### src/rtl/switch_debouncer_2ch_pkg.sv
// Shared definitions for the two-channel switch debouncer: channel state encoding
// and default / reduced-for-simulation debounce lengths.
package switch_debouncer_2ch_pkg;

    typedef enum logic {
        StStable = 1'b0,
        StCheck  = 1'b1
    } deb_state_e;

    localparam int unsigned DefaultDebounceCycles = 16;
    localparam int unsigned SimDebounceCycles     = 4;
    localparam int unsigned DefaultCntWidth       = 5;

endpackage

### src/rtl/switch_debouncer_2ch_debounce_ch.sv
// One debounce channel: two-flop synchroniser feeding a consecutive-sample counter
// that only lets the output follow a level held for DEBOUNCE_CYCLES synchronised cycles.
module debounce_ch
    import switch_debouncer_2ch_pkg::*;
#(
    parameter int unsigned DEBOUNCE_CYCLES = DefaultDebounceCycles,
    parameter int unsigned CNT_WIDTH       = DefaultCntWidth
) (
    input  logic clk,
    input  logic rst,
    input  logic raw_in,
    output logic level,
    output logic rise,
    output logic fall,
    output logic busy
);

    localparam logic [CNT_WIDTH-1:0] CntLast = CNT_WIDTH'(DEBOUNCE_CYCLES - 1);
    localparam logic [CNT_WIDTH-1:0] CntOne  = CNT_WIDTH'(1);

    logic                 r_sync1;
    logic                 r_sync2;
    logic                 r_level;
    logic                 r_rise;
    logic                 r_fall;
    logic [CNT_WIDTH-1:0] r_cnt;
    deb_state_e           r_state;
    logic                 w_mismatch;

    assign w_mismatch = r_sync2 ^ r_level;

    always_ff @(posedge clk or posedge rst) begin
        if (rst) begin
            r_sync1 <= 1'b0;
            r_sync2 <= 1'b0;
            r_level <= 1'b0;
            r_rise  <= 1'b0;
            r_fall  <= 1'b0;
            r_cnt   <= '0;
            r_state <= StStable;
        end else begin
            r_sync1 <= raw_in;
            r_sync2 <= r_sync1;
            r_rise  <= 1'b0;
            r_fall  <= 1'b0;
            case (r_state)
                StStable: begin
                    if (w_mismatch) begin
                        r_state <= StCheck;
                        r_cnt   <= CntOne;
                    end else begin
                        r_cnt <= '0;
                    end
                end
                StCheck: begin
                    // A bounce back to the current level throws away all progress.
                    if (!w_mismatch) begin
                        r_cnt   <= '0;
                        r_state <= StStable;
                    end else if (r_cnt == CntLast) begin
                        r_level <= r_sync2;
                        r_rise  <= r_sync2;
                        r_fall  <= ~r_sync2;
                        r_cnt   <= '0;
                        r_state <= StStable;
                    end else begin
                        r_cnt <= r_cnt + CntOne;
                    end
                end
                default: begin
                    r_cnt   <= '0;
                    r_state <= StStable;
                end
            endcase
        end
    end

    assign level = r_level;
    assign rise  = r_rise;
    assign fall  = r_fall;
    assign busy  = (r_state == StCheck);

endmodule

### src/rtl/switch_debouncer_2ch.sv
// Two independent debounce channels conditioning raw board switches into clean
// gate inputs a/b, with edge pulses and a combined settled flag.
module switch_debouncer_2ch
    import switch_debouncer_2ch_pkg::*;
#(
    parameter int unsigned DEBOUNCE_CYCLES = DefaultDebounceCycles,
    parameter int unsigned CNT_WIDTH       = DefaultCntWidth
) (
    input  logic clk,
    input  logic rst,
    input  logic sw_a_in,
    input  logic sw_b_in,
    output logic a,
    output logic b,
    output logic a_rise,
    output logic a_fall,
    output logic b_rise,
    output logic b_fall,
    output logic stable
);

    logic w_busy_a;
    logic w_busy_b;

    debounce_ch #(
        .DEBOUNCE_CYCLES(DEBOUNCE_CYCLES),
        .CNT_WIDTH      (CNT_WIDTH)
    ) u_ch_a (
        .clk   (clk),
        .rst   (rst),
        .raw_in(sw_a_in),
        .level (a),
        .rise  (a_rise),
        .fall  (a_fall),
        .busy  (w_busy_a)
    );

    debounce_ch #(
        .DEBOUNCE_CYCLES(DEBOUNCE_CYCLES),
        .CNT_WIDTH      (CNT_WIDTH)
    ) u_ch_b (
        .clk   (clk),
        .rst   (rst),
        .raw_in(sw_b_in),
        .level (b),
        .rise  (b_rise),
        .fall  (b_fall),
        .busy  (w_busy_b)
    );

    assign stable = ~w_busy_a & ~w_busy_b;

endmodule
### config.mk
export PLATFORM = sky130hd
export DESIGN_NAME = switch_debouncer_2ch
export DESIGN_NICKNAME = d
export VERILOG_FILES = /design/src/rtl/switch_debouncer_2ch_pkg.sv /design/src/rtl/switch_debouncer_2ch_debounce_ch.sv /design/src/rtl/switch_debouncer_2ch.sv
export SDC_FILE = /design/constraint.sdc
export NUM_CORES = 1
export LEC_CHECK = 0
export BUFFER_PORTS_ARGS = -buffer_cell sky130_fd_sc_hd__buf_2
export CORE_UTILIZATION = 53
export CTS_CLUSTER_DIAMETER = 200
export DETAILED_ROUTE_END_ITERATION = 12
export GPL_TIMING_DRIVEN = 0
export PLACE_DENSITY = 0.74
export SETUP_SLACK_MARGIN = 0.4
export SKIP_CTS_REPAIR_TIMING = 1
export SYNTH_ARGS = -nofsm -noshare
export SYNTH_HDL_FRONTEND = slang
export SYNTH_SLANG_ARGS = --single-unit
### constraint.sdc
create_clock -name clk -period 1.63 [get_ports clk]
set_clock_uncertainty 0.15 [all_clocks]
set_input_delay 0.0815 -clock clk [delete_from_list [all_inputs] [get_ports clk]]
set_output_delay 0.0815 -clock clk [all_outputs]
set_load 0.02 [all_outputs]
Word level (Yosys, flattened, before mapping). Index checks and enable logic that the tools add are counted. W data, S select, Z words.

Memories: 0. Memory bits (writable): 0. Bits in latches: 0. Output and inout bits: 7. Bits of input ports: 4. ROM bits: 0. Register bits after elaboration: 22.

Order comparisons: 0. Multipliers: 0. $add $sub $neg: 2. Shift-type cells: 0. Reduce and logical (&&, ||, !) cells: 2. Bitwise operators: 7. Equal/unequal tests: 2. Muxes and demuxes: 28. Div/mod/pow operators: 0.

Operators by type and width (number): $mux W1 (20); $mux W5 (4); $pmux W5 S2 (2); $add A5 B1 Y5 const B (2); $eq A5 B4 Y1 const B (2); $reduce_and A3 Y1 (2); $not A1 Y1 (4); $pmux W1 S2 (2); $xor A1 B1 Y1 (2); $and A1 B1 Y1 (1).

Longest topological paths before layout.
Depth in word-level cells: 4. Gate-level depth with buffers: 4.

Hierarchy. Synthesis repeated with hierarchy kept, for this count alone.

Cell total of the unflattened synthesis: 65. Area, all modules: 849.6 µm².

Modules (own cells, without submodules): debounce_ch (area each 422.9 µm², instances 2, sequential area each 275.3 µm², cells an instance 32); switch_debouncer_2ch (area each 3.8 µm², instances 1, sequential area each 0.0 µm², cells an instance 1).

Worst setup path after synthesis. No wires, ideal clock.

Kind: reg-to-reg. Start: reg u_ch_b.r_cnt[0]. End: reg u_ch_b.r_level (netlist: u_ch_b.level). Setup slack: 0.181 ns. Library setup time: 0.125 ns. Period minus slack after synthesis: 1.449 ns. Data required time: 1.355 ns. Path buffers: 0. Data arrival time: 1.174 ns. Stages on the path, launching flop included: 5. Cell sequence: dfrtp_1 > ha_1 > and4b_4 > nand2_2 > mux2_4.

Cells in the longest elaborated chain, start to end: 2.

RTL lines: from (decl) (line switch_debouncer_2ch_debounce_ch.sv:26) `logic [CNT_WIDTH-1:0] r_cnt;`; from (signal assigned) (line switch_debouncer_2ch_debounce_ch.sv:50) `r_cnt <= CntOne;`; from (signal assigned) (line switch_debouncer_2ch_debounce_ch.sv:67) `r_cnt <= r_cnt + CntOne;`; $eq A5 B4 Y1 (line switch_debouncer_2ch_debounce_ch.sv:60) `end else if (r_cnt == CntLast) begin`; $reduce_and A3 Y1 (no line); to (signal assigned) (line switch_debouncer_2ch_debounce_ch.sv:61) `r_level <= r_sync2;`; to (decl) (line switch_debouncer_2ch_debounce_ch.sv:23) `logic r_level;`.

Every way passes these cells. A chain may end at the register's enable or synchronous reset.

Worst setup path in the final report. Ends and elaborated chain as after synthesis.

==> impl_metrics.json <==
{
  "violations": "hold timing",
  "p_switching_mw": 0.224,
  "r2r_setup_slack_ns": 0.15,
  "wl_per_cell_um": 15.4,
  "slew_headroom_pct": 46.6,
  "fillers": 98,
  "netlist_area_um2": 846,
  "clkSlewWorstSetupHoldPaths_ns": 0.12,
  "n_antenna_cell": 0,
  "p_int_mw": 0.848,
  "grt_start_max_net_pins": 23,
  "num_vias": 583,
  "maxCapViolations": 0,
  "hold_class": "primary input to async pin",
  "area_growth_pct": 37.7,
  "dieArea_mm2": 0.00176,
  "max_freq_ghz": 0.675,
  "hpwl_um": 814,
  "critPathKind": "flop to flop",
  "final_common_cell": "dfrtp_1",
  "detail-route-antenna-nets": 0,
  "gp_congestion": 0.697,
  "root_buffer": "clkbuf_4",
  "synth_warnings": 0,
  "rsz0062_at_grt": "yes",
  "track_usage_pct": 16.7,
  "p_clk_share_pct": 39.5,
  "num_rows": 14,
  "final_cell_mix": "dfrtp_1 (20), buf_4 (11), buf_2 (9), nor2_1 (5), nand3_1 (4)",
  "drive_gt1_share_pct": 51.1,
  "io_pins": 11,
  "p_comb_share_pct": 7.0,
  "swShare_pct": 20.9,
  "drc": 0,
  "synth.distinct_cells": 17,
  "p_per_area_mw_per_mm2": 920,
  "tightest_slew_ns": 0.800,
  "r2r-start": "u_ch_b.r_cnt[0]",
  "antenna_found_initial": 0,
  "cts_tree": "done",
  "die_x_um": 42.0,
  "ys_ff_latch": 22,
  "crit_arrival_ns": 1.55,
  "tns_ns": 0,
  "period_minus_slack_ns": 1.48,
  "syn-num-nets": 70,
  "cts.sinks": 22,
  "avgSynthCellArea_um2": 13.2,
  "cts_buffer_depth": 2,
  "first_pass_iters": 4,
  "fp.dieH_um": 42.0,
  "clk_latency_ns": 0.32,
  "ctsHtreeMaxLevel": 1,
  "dp_slack_ns": 0.164,
  "seq_area_frac_synth_pct": 65.1,
  "final_nets": 99,
  "grt_pass1_vias": 500,
  "portBuffers": 10,
  "coreArea_mm2": 0.00151,
  "numCtsBuffers": 3,
  "worst_hold_slack_ns": -0.261,
  "worstPathRequired_ns": 1.70,
  "ff2ff_path_depth": 4,
  "vdd_drop_max_mv": 0.709,
  "status": "finished with violations",
  "total_leakage_power_nw": 0.557,
  "start_kind": "flop",
  "drv_slew": 0,
  "cp-end-kind": "flop",
  "seq_power_share_pct": 53.6,
  "grt.overflow.total": 0,
  "r2r_end": "u_ch_b.level",
  "drt_iter0_drc": 9,
  "fin_ws_ns": 0.149,
  "routed_via_density": 5.40,
  "cp_max_fo": 5,
  "syn_inst": 64,
  "hold_viol": 22,
  "fin_crit_sh_pct": 90.8,
  "routed_wl_mm": 1.66,
  "grt_pass1_wl_mm": 2.10,
  "initial_utilization_pct": 56.1,
  "finalSetupViolCount": 0
}
-- registers in the layout, indices dropped and copies added (netlist names) --
register and count:
u_ch_a.r_cnt 5, u_ch_b.r_cnt 5, u_ch_a.busy 1, u_ch_a.fall 1
u_ch_a.level 1, u_ch_a.r_sync1 1, u_ch_a.r_sync2 1, u_ch_a.rise 1
u_ch_b.busy 1, u_ch_b.fall 1, u_ch_b.level 1, u_ch_b.r_sync1 1
u_ch_b.r_sync2 1, u_ch_b.rise 1
-- power by group through the flow --
stage | registers (mW) | clock network [mW] | logic, mW
floorplan | 0.579 | 0 | 0.0289
global placement | 0.582 | 0 | 0.0384
detailed placement | 0.582 | 0 | 0.0394
CTS | 0.572 | 0.421 | 0.0401
global route | 0.576 | 0.451 | 0.0833
finish | 0.574 | 0.423 | 0.0745
-- area by class of cell --
cell class              count  area, um2  share of cell area [%]
multi-input cells          41        365                    31.4
clock buffers               3       22.5                    1.93
well taps                  16       20.0                    1.72
inverters                   1       3.75                   0.322
flip-flops and latches     22        553                    47.5
clock inverters             1       30.0                    2.58
repair buffers             24        170                    14.6
-- per-layer routing --
layer  GRT usage [%]  vias to the layer above  share of wire, %
met5               0                        -                 0
met4            11.6                        0               1.7
met3            3.91                        3               4.6
met2            22.5                       14                49
met1            23.7                      292                45
li1                -                      274                 -
-- critical path, cell delays in order (launching register included) --
cell and delay, ns:
dfrtp_1 0.39, ha_2 0.20, and4b_4 0.28, nand2_2 0.07
mux2_4 0.29
-- cells by family after synthesis --
logic type / synth area share (%)
XOR/XNOR: 6.21
AND/OR/NAND/NOR: 20.6
adder cells (fa/ha/maj): 2.96
buffers and inverters: 0.443
AO/OA/AOI/OAI: 1.18
flip-flops: 65.1
multiplexers: 3.55
-- through the flow --
stage               total power [mW]  util (%)  instances  cell area, um2
floorplan                      0.608         -         64             851
global placement               0.620      61.1         90             921
detailed placement             0.622      61.1         90             921
CTS                             1.03      64.6         94             973
global route                    1.11      77.3        108            1160
finish                          1.07      77.3        108            1160
-- cells in the mapped netlist (all sizes together) --
library cell	n	share of area (%)
ha	2	3.0
nor2	5	2.2
o21ai	2	1.2
nor4	2	1.5
xnor2	2	2.1
inv	1	0.44
nor3	2	1.2
nand2	6	3.3
nor3b	2	1.8
and2	4	3.0
and4b	2	3.3
nand3	4	2.4
dfrtp	22	65
and4	2	2.1
mux2	2	3.6
xor2	4	4.1
-- worst max path at each step --
| stage | from | endpoint | slack [ns] |
|---|---|---|---|
| 3_5_place_dp | u_ch_a.r_cnt[0] | u_ch_a.level | 0.16 |
| 4_1_cts | u_ch_a.r_cnt[0] | u_ch_a.level | 0.13 |
| 2_1_floorplan | u_ch_b.r_cnt[0] | u_ch_b.level | 0.22 |
| 6_report | u_ch_b.r_cnt[0] | u_ch_b.level | 0.15 |
| 3_3_place_gp | u_ch_b.r_cnt[0] | u_ch_b.level | 0.17 |
| 5_1_grt | u_ch_b.r_cnt[0] | u_ch_b.level | 0.10 |
No activity file was read; power rests on OpenSTA's default activity.
